<file path="config.mk">
export PLATFORM = sky130hd
export DESIGN_NAME = sys_bus_initiator
export DESIGN_NICKNAME = d
export VERILOG_FILES = /design/src/rtl/sys_bus_pkg.sv /design/src/rtl/sys_bus_initiator.sv
export SDC_FILE = /design/constraint.sdc
export NUM_CORES = 1
export LEC_CHECK = 0
export ABC_AREA = 1
export CAP_MARGIN = 10
export CORE_UTILIZATION = 45
export DETAILED_ROUTE_END_ITERATION = 6
export HOLD_SLACK_MARGIN = 0.02
export PLACE_DENSITY_LB_ADDON = 0.25
export SETUP_SLACK_MARGIN = 0.02
export SLEW_MARGIN = 10
export SYNTH_ARGS = -nofsm -noshare
export SYNTH_HDL_FRONTEND = slang
export SYNTH_SLANG_ARGS = --single-unit
</file>
<file path="constraint.sdc">
create_clock -name clk_i -period 2.27 [get_ports clk_i]
set_input_delay 0.3405 -clock clk_i [delete_from_list [all_inputs] [get_ports clk_i]]
set_output_delay 0.3405 -clock clk_i [all_outputs]
set_load 0.01 [all_outputs]
</file>
<file path="src/rtl/sys_bus_pkg.sv">
// sys_bus_pkg: shared system-bus widths and initiator FSM state encoding
package sys_bus_pkg;
  localparam int BUS_AW = 32;
  localparam int BUS_DW = 32;
  typedef enum logic [1:0] {IDLE, STROBE, WAIT, RESP} bus_state_t;
endpackage

</file>
<file path="src/rtl/sys_bus_initiator.sv">
// sys_bus_initiator: single-outstanding system-bus master with ack timeout
module sys_bus_initiator
  import sys_bus_pkg::*;
#(
  parameter int TMO_CYCLES = 255,
  parameter int TMO_W      = 16
) (
  input  logic              clk_i,
  input  logic              rstn_i,
  input  logic              cmd_valid_i,
  output logic              cmd_ready_o,
  input  logic              cmd_we_i,
  input  logic [BUS_AW-1:0] cmd_addr_i,
  input  logic [BUS_DW-1:0] cmd_wdata_i,
  output logic              rsp_valid_o,
  input  logic              rsp_ready_i,
  output logic [BUS_DW-1:0] rsp_rdata_o,
  output logic              rsp_err_o,
  output logic              rsp_tmo_o,
  output logic [BUS_AW-1:0] sys_addr_o,
  output logic [BUS_DW-1:0] sys_wdata_o,
  output logic              sys_wen_o,
  output logic              sys_ren_o,
  input  logic [BUS_DW-1:0] sys_rdata_i,
  input  logic              sys_err_i,
  input  logic              sys_ack_i,
  output logic              busy_o,
  output logic [TMO_W-1:0]  tmo_cnt_o
);
  bus_state_t       state;
  logic             we;
  logic [TMO_W-1:0] cnt;
  assign cmd_ready_o = state == IDLE;
  assign busy_o      = state != IDLE;
  assign rsp_valid_o = state == RESP;
  // Acks outside WAIT are ignored, so late acks after a timeout cannot retrigger a response
  always_ff @(posedge clk_i or negedge rstn_i) begin
    if (!rstn_i) begin
      state       <= IDLE;
      we          <= 1'b0;
      cnt         <= '0;
      sys_addr_o  <= '0;
      sys_wdata_o <= '0;
      sys_wen_o   <= 1'b0;
      sys_ren_o   <= 1'b0;
      rsp_rdata_o <= '0;
      rsp_err_o   <= 1'b0;
      rsp_tmo_o   <= 1'b0;
      tmo_cnt_o   <= '0;
    end else begin
      sys_wen_o <= 1'b0;
      sys_ren_o <= 1'b0;
      case (state)
        IDLE: if (cmd_valid_i) begin
          sys_addr_o  <= cmd_addr_i;
          sys_wdata_o <= cmd_wdata_i;
          we          <= cmd_we_i;
          sys_wen_o   <= cmd_we_i;
          sys_ren_o   <= !cmd_we_i;
          state       <= STROBE;
        end
        STROBE: begin
          cnt   <= '0;
          state <= WAIT;
        end
        WAIT: if (sys_ack_i) begin
          rsp_rdata_o <= (!we && !sys_err_i) ? sys_rdata_i : '0;
          rsp_err_o   <= sys_err_i;
          rsp_tmo_o   <= 1'b0;
          state       <= RESP;
        end else if (cnt == TMO_W'(TMO_CYCLES - 1)) begin
          rsp_rdata_o <= '0;
          rsp_err_o   <= 1'b1;
          rsp_tmo_o   <= 1'b1;
          tmo_cnt_o   <= (&tmo_cnt_o) ? tmo_cnt_o : tmo_cnt_o + TMO_W'(1);
          state       <= RESP;
        end else begin
          cnt <= cnt + TMO_W'(1);
        end
        RESP: if (rsp_ready_i) state <= IDLE;
      endcase
    end
  end
endmodule
</file>
=== After elaboration in Yosys (flattened, before gate mapping) ===
Cells that the tools add are included.

* Register bits: 135
* Bits of input ports: 103
* Output and inout bits: 119
* Word-level logic and storage cells: 56

* $add $sub $neg: 2
* Eq/ne operators: 9
* Mux-type cells: 18
* Bitwise logic cells: 2
* Reduce and logical (&&, ||, !) cells: 14

{| class="wikitable"
|+ Operators with widths
! cell !! count
|-
| 32-bit two-way mux || 3
|-
| 16-bit by 1-bit adder with 16-bit output (second input constant) || 2
|-
| 16-bit two-way mux || 2
|-
| 16-bit one-hot mux with 2 select lines || 1
|-
| 16-bit by 8-bit == test with 1-bit output (second input constant) || 1
|-
| 16-bit AND reduction || 1
|-
| 2-bit two-way mux || 4
|-
| 2-bit one-hot mux with 4 select lines || 1
|-
| 1-bit two-way mux || 7
|-
| 2-bit != test (second input constant) || 3
|-
| 3-bit AND reduction || 2
|-
| 2-bit nonzero test || 3
|-
| 2-bit == test (second input constant) || 2
|-
| 2-bit AND reduction || 2
|-
| 4-bit AND reduction || 1
|-
| 1-bit zero test || 3
|-
| 3-bit != test (second input constant) || 1
|-
| 2-bit by 1-bit == test with 1-bit output (second input constant) || 1
|-
| 2-bit zero test || 1
|-
| 2-bit by 1-bit != test with 1-bit output (second input constant) || 1
|-
| 1-bit inverter || 2
|-
| 1-bit logical AND || 1
|}

=== Logic depth before layout (Yosys ltp) ===
Gate-level depths: netlist (run 1).

* Word-level depth: 4
* Depth in mapped cells: 11
* Mapped depth without buffers: 10

=== Least setup slack after synthesis (run 1) ===
OpenSTA, ideal clock, no wires.

* Path type: register -> register
* Start point: register state[0]
* End point: register sys_wdata_o[13]
* Library setup time: 0.125 ns
* Data arrival time: 1.547 ns
* Data required time: 2.145 ns
* Path slack: 0.598 ns
* Cell stages (with the launch flop): 7
* Path buffers: 2
* Clock period less this slack: 1.672 ns
* Cells stage by stage: dfrtp_1 > inv_1 > ha_1 > nand2_1 > buf_2 > buf_2 > mux2_2

* Longest elaborated chain between the ends: 2

{| class="wikitable"
|+ Ends and longest elaborated chain
! what !! line !! text
|-
| start, declared || sys_bus_initiator.sv:30 || <nowiki>bus_state_t state;</nowiki>
|-
| start signal, assigned || sys_bus_initiator.sv:39 || <nowiki>state <= IDLE;</nowiki>
|-
| start signal, assigned || sys_bus_initiator.sv:60 || <nowiki>state <= STROBE;</nowiki>
|-
| start signal, assigned || sys_bus_initiator.sv:64 || <nowiki>state <= WAIT;</nowiki>
|-
| 2-bit zero test || - ||
|-
| via cmd_ready_o || sys_bus_initiator.sv:11 || <nowiki>output logic cmd_ready_o,</nowiki>
|-
| 2-bit AND reduction (no source line) || - ||
|-
| end signal, assigned || sys_bus_initiator.sv:56 || <nowiki>sys_wdata_o <= cmd_wdata_i;</nowiki>
|-
| end, declared || sys_bus_initiator.sv:21 || <nowiki>output logic [BUS_DW-1:0] sys_wdata_o,</nowiki>
|}

The timed path passes the listed nets, and every way through them passes these cells.
A chain may end at the register's enable or synchronous reset.

=== Worst setup path in the final report (run 1) ===
* Start point: register state[0]
* End point: output port busy_o

* Longest elaborated chain between the ends: 1

{| class="wikitable"
|+ Ends and longest elaborated chain
! what !! line !! text
|-
| 2-bit nonzero test || sys_bus_initiator.sv:34 || <nowiki>assign busy_o = state != IDLE;</nowiki>
|-
| end, declared || sys_bus_initiator.sv:27 || <nowiki>output logic busy_o,</nowiki>
|}

No other way between the ends.

==> impl_metrics.toml, run 1 <==
[logic_synthesis]
yosysTopAreaCellShare_pct = 55.61
yosysSeqAreaShare_pct = 55.61
synth_area_leaders = "dfrtp_1 56%, mux2_2 12%, nand2_1 12%"
syn_nets = 741
ys_warn_count = 0
ys_ff_latch = 135
syn_inst = 632
postSynthAreaPerCell_um2 = 9.612
synth_cell_types = 26
syn-cell-area_um2 = 6075
synth_top_cell_by_area = "dfrtp_1"

[floorplan]
rows = 42
dieArea_um2 = 13970
die_h_um = 118.2
coreArea_um2 = 13190
initial_core_util_pct = 46.05
die_w_um = 118.2
io_pins = 222

[cells_and_area]
fin_util_pct = 69.29
nNetsFinal = 967
layout-drive-gt1-share_pct = 13.55
regArea_um2 = 3378
area_growth_pct = 50.46
fillCellCount = 967
multi_input_area_um2 = 2409
antennaDiodeCount = 0

[cts]
ctsRootBufferMaster = "clkbuf_16"
clock-sinks = 135
cts_resized = 0
clk-insertion-delay-late_ns = 0.41
ctsHtreeMaxLevel = 4
hold_buffers = 1
cts_setup_buffers = 0
cts_tree = "yes"
clockBufferDepth = 2
clk_pin_slew_ns = 0.06
cts_buffers = 17

[grt]
antenna_found_initial = 0
grt_pass1_wl_um = 25670
overflow = 0
grt_pass1_vias = 5301
grt_max_degree = 44
grt_usage_pct = 23.50

[worst_setup_path]
path_max_fanout = 3
reg2reg_to = "tmo_cnt_o[12]"
cp.required_ns = 1.93
r2r_cells = 10
worstPathArrival_ns = 1.78
ff2ff_setup_slack_ns = 0.32
reg2reg_from = "tmo_cnt_o[0]"
start_kind = "register"
worstSetupPathType = "register to output port"
end_kind = "output port"

[placement]
place_hpwl_um = 11180
port-buffer-count = 221
place_congestion = 0.8601
pre_cts_slack_ns = 0.3250

[timing]
setup_viol = 0
worst_pin_slew_ns = 0.5250
setup_tns_ns = 0
min_period_ns = 2.120
final_max_slew_viol_count = 0
skew_ns = 0.005582
period_share_pct = 93.41
max_freq_mhz = 471.6
slew_headroom_pct = 65.00
rsz0062_at_grt = "false"
setup_ws_ns = 0.1497
hold_viol = 0

[detailed_routing]
vias = 5221
drt_iter0_markers = 315
ant_nets = 0
drc = 0
routedWlPerCell_um = 14.87
routed_via_density = 4.987
drt_wl_total_um = 15570
first_pass_iters = 5

[pwr]
powerDensity_nw_per_um2 = 1152
vdd_drop_max_v = 0.0009616
total_leakage_power_nw = 4.139

[hold_path]
hp-class = "primary input to asynchronous set/reset pin"

[job]
drv_cap = 0

[outcome]
status = "finished, final reports clean"
[stage by stage]
stage	power [mW]	cells	hold WS, ns	area (um2)
3_3_place_gp	7.470	1014	0.3510	8488
4_1_cts	10.62	1047	0.4663	9140
3_5_place_dp	7.606	1014	0.3557	8488
5_1_grt	11.05	1047	0.4816	9140
2_1_floorplan	5.425	632	0.04491	6075
6_report	10.53	1047	0.4560	9140
[final cells by class]
| class | count | area share, % |
|---|---|---|
| timing repair buffer | 232 | 25.65 |
| sequential | 135 | 36.96 |
| multi-input combinational | 433 | 26.35 |
| tap | 176 | 2.409 |
| inverter | 39 | 1.602 |
| clock inverter | 10 | 1.834 |
| clock buffer | 22 | 5.188 |
[Yosys cell counts (all sizes together)]
master and n:
inv 38, xor2 5, clkbuf 5, nor2 51, nand4 8, a21oi 1, nor3 1, mux2 64
nand3 68, o21ai 17, buf 20, o21bai 3, clkinv 1, or2 3, nand2 196, ha 6
dfrtp 135, xnor2 10
[critical path, stage by stage (launching register included)]
cell,delay (ns)
dfrtp_1,0.38
inv_1,0.08
ha_1,0.25
inv_1,0.10
clkdlybuf4s50_1,0.58
[cells in the final DEF, fill, tap and decap left out, types with 2 or more instances in the layout]
cell type and n:
clkdlybuf4s50_1 220, clkbuf_8 3, o21ai_0 10, inv_1 36
nand3_1 67, xor2_1 5, nand2_2 5, or2_2 3
dfrtp_1 135, nand4_1 8, buf_4 7, inv_2 2
clkbuf_16 17, buf_12 4, xnor2_1 10, bufinv_16 4
nand2_1 191, clkbuf_1 2, o21ai_1 7, nor2_1 49
o21bai_1 3, ha_1 6, clkinv_4 3, mux2_2 64
[sequential cells by signal (all words and copies together), names as in the netlist]
name	count
tmo_cnt_o	16
cnt	16
we	1
sys_addr_o	32
sys_wen_o	1
rsp_rdata_o	32
state	2
sys_wdata_o	32
rsp_tmo_o	1
sys_ren_o	1
rsp_err_o	1
[layer usage]
metal | GRT usage (%) | part of all wire (%) | vias up
met5 | 0 | 0 | -
met4 | 9.295 | 1.8 | 0
met3 | 7.819 | 8.0 | 22
met2 | 39.34 | 50 | 219
met1 | 27.87 | 40 | 2491
li1 | - | - | 2489
[kinds of logic after synthesis]
group | synth area share (%)
simple gates | 22.45
flops | 55.61
buf+inv | 4.820
mux | 11.86
compound gates | 1.854
xor+xnor | 2.163
fa+ha+maj | 1.236
[power by group]
group,total [mW],switching (mW),internal (mW)
logic,3.96,1.70,2.25
registers,3.62,0.423,3.20
clock network,2.95,1.01,1.93
total,10.5,3.14,7.39
[worst max path at each step]
| stage | start | endpoint | cells after the start |
|---|---|---|---|
| 3_3_place_gp | tmo_cnt_o[0] | tmo_cnt_o[0] | 10 |
| 3_5_place_dp | tmo_cnt_o[0] | tmo_cnt_o[7] | 10 |
| 4_1_cts | state[0] | busy_o | 4 |
| 2_1_floorplan | state[0] | sys_wdata_o[13] | 6 |
| 6_report | state[0] | busy_o | 4 |
| 5_1_grt | state[0] | busy_o | 4 |
Note: power is estimated with default switching activity, not from simulation.
==> run 2, diff against run 1 <==
- CORE_MARGIN: not set -> 4
==> run 2 against run 1 <==
Effect of this change: non-clock buffer count down 2; maximum frequency about the same; first-iteration DRC count up 36%; critical path type unchanged; critical endpoint unchanged; highest routed layer unchanged.
==> impl_metrics.toml, run 2 (synthesis results as in run 1) <==
[placement]
port-buffer-count = 221
pre_cts_slack_ns = 0.3918
place_congestion = 0.8808
placed_area_um2 = 8473
placedCellCount = 1012
place_hpwl_um = 12320

[timing]
skew_ns = 0.009397
setup_ws_ns = 0.1506
max_freq_mhz = 471.8
setup_viol = 0
final_max_slew_viol_count = 0
hold_viol = 0
setup_tns_ns = 0
min_period_ns = 2.119
slew_headroom_pct = 64.82
worst_pin_slew_ns = 0.5270
whs_ns = 0.3475
rsz0062_at_grt = "false"
period_share_pct = 93.37

[pwr]
total_leakage_power_nw = 4.088
powerDensity_nw_per_um2 = 1140
power_mw = 10.32
vdd_drop_max_v = 0.0008026

[cells_and_area]
reg_top3 = "rsp_rdata_o x32, sys_addr_o x32, sys_wdata_o x32"
antennaDiodeCount = 0
nNetsFinal = 965
layout-drive-gt1-share_pct = 13.03
layout_commonest_cell = "clkdlybuf4s50_1"
fin_util_pct = 68.40
instances_no_fill = 1043
mostFrequentLayoutCells = "220 x clkdlybuf4s50_1, 191 x nand2_1, 135 x dfrtp_1"
area_growth_pct = 49.10
final_area_um2 = 9057

[floorplan]
die_h_um = 124.2
die_w_um = 124.2
rows = 42
coreArea_um2 = 13240
initial_core_util_pct = 45.87
dieArea_um2 = 15420
io_pins = 222

[worst_setup_path]
reg2reg_to = "tmo_cnt_o[13]"
ff2ff_setup_slack_ns = 0.37
slowest_stage = "clkdlybuf4s50_1"
r2r_cells = 10
path_common_cell = "inv_1"
worstSetupStartpoint = "state[0]"
path_max_fanout = 3
worstSetupPathType = "register to output port"
crit_chain = "inv_1, ha_1, inv_1, clkdlybuf4s50_1"
worstPathArrival_ns = 1.78
end_kind = "output port"
slowest_delay_ns = 0.55
reg2reg_from = "tmo_cnt_o[0]"
start_kind = "register"
cp.required_ns = 1.93
crit_path_end = "busy_o"

[grt]
grt_usage_pct = 22.23
grt_max_degree = 56
antenna_found_initial = 0
grt_pass1_wl_um = 26110
grt_pass1_vias = 5201
overflow = 0

[cts]
cts_buffers = 17
clk_pin_slew_ns = 0.05
ctsHtreeMaxLevel = 4
clockBufferDepth = 2
ctsRootBufferMaster = "clkbuf_16"
clk-insertion-delay-late_ns = 0.41
cts_tree = "yes"
clock-sinks = 135

[detailed_routing]
drt_iter0_markers = 428
first_pass_iters = 5
vias = 5180
routedWlPerCell_um = 16.18
ant_nets = 0
drc = 0
routed_via_density = 4.966
drt_wl_total_um = 16880

[job]
drv_cap = 0

[hold_path]
hp-class = "primary input to asynchronous set/reset pin"

[outcome]
status = "finished, final reports clean"
[run 2: worst max-delay path: cells and delay by family (launching register included)]
family / cells / cell delay, ns
buffers and inverters: 3 / 0.75
adders and majority gates: 1 / 0.25
DFF: 1 / 0.37
[run 2: area by class of cell]
cell class	count	area, um2
Clock buffer	23	478.0
Timing Repair Buffer	230	2330
Inverter	39	146.4
Fill cell	1027	4185
Clock inverter	7	96.34
Sequential cell	135	3378
Tap cell	176	220.2
Multi-Input combinational cell	433	2409
[run 2: how the worst min path moves through the flow]
stage / start / depth (start not counted) / endpoint / slack (ns)
5_1_grt: rstn_i / 2 / tmo_cnt_o[6] / 0.38
3_3_place_gp: rstn_i / 1 / tmo_cnt_o[6] / 0.23
3_5_place_dp: rstn_i / 1 / tmo_cnt_o[6] / 0.23
4_1_cts: rstn_i / 2 / tmo_cnt_o[6] / 0.34
6_report: rstn_i / 2 / tmo_cnt_o[6] / 0.35
2_1_floorplan: rstn_i / 0 / cnt[0] / 0.04
[run 2: per-layer routing]
metal / GRT usage, % / part of all wire (%)
met3: 8.946 / 9.4
met4: 8.077 / 2.0
met2: 37.36 / 50
met5: 0 / 0
met1: 25.64 / 38
[run 2: where the power goes]
group          internal (mW)  switching [mW]
sequential              3.20           0.437
combinational           2.26            1.75
clock                   1.69           0.990
total                   7.15            3.18
[run 2: what timing repair did]
| action | 4_1_cts | 5_1_grt |
|---|---|---|
| hold buffers | 1 | 0 |
| setup buffers | 0 | 0 |
| gates resized for setup | 0 | 0 |
| hold endpoints to repair | 15 | 0 |
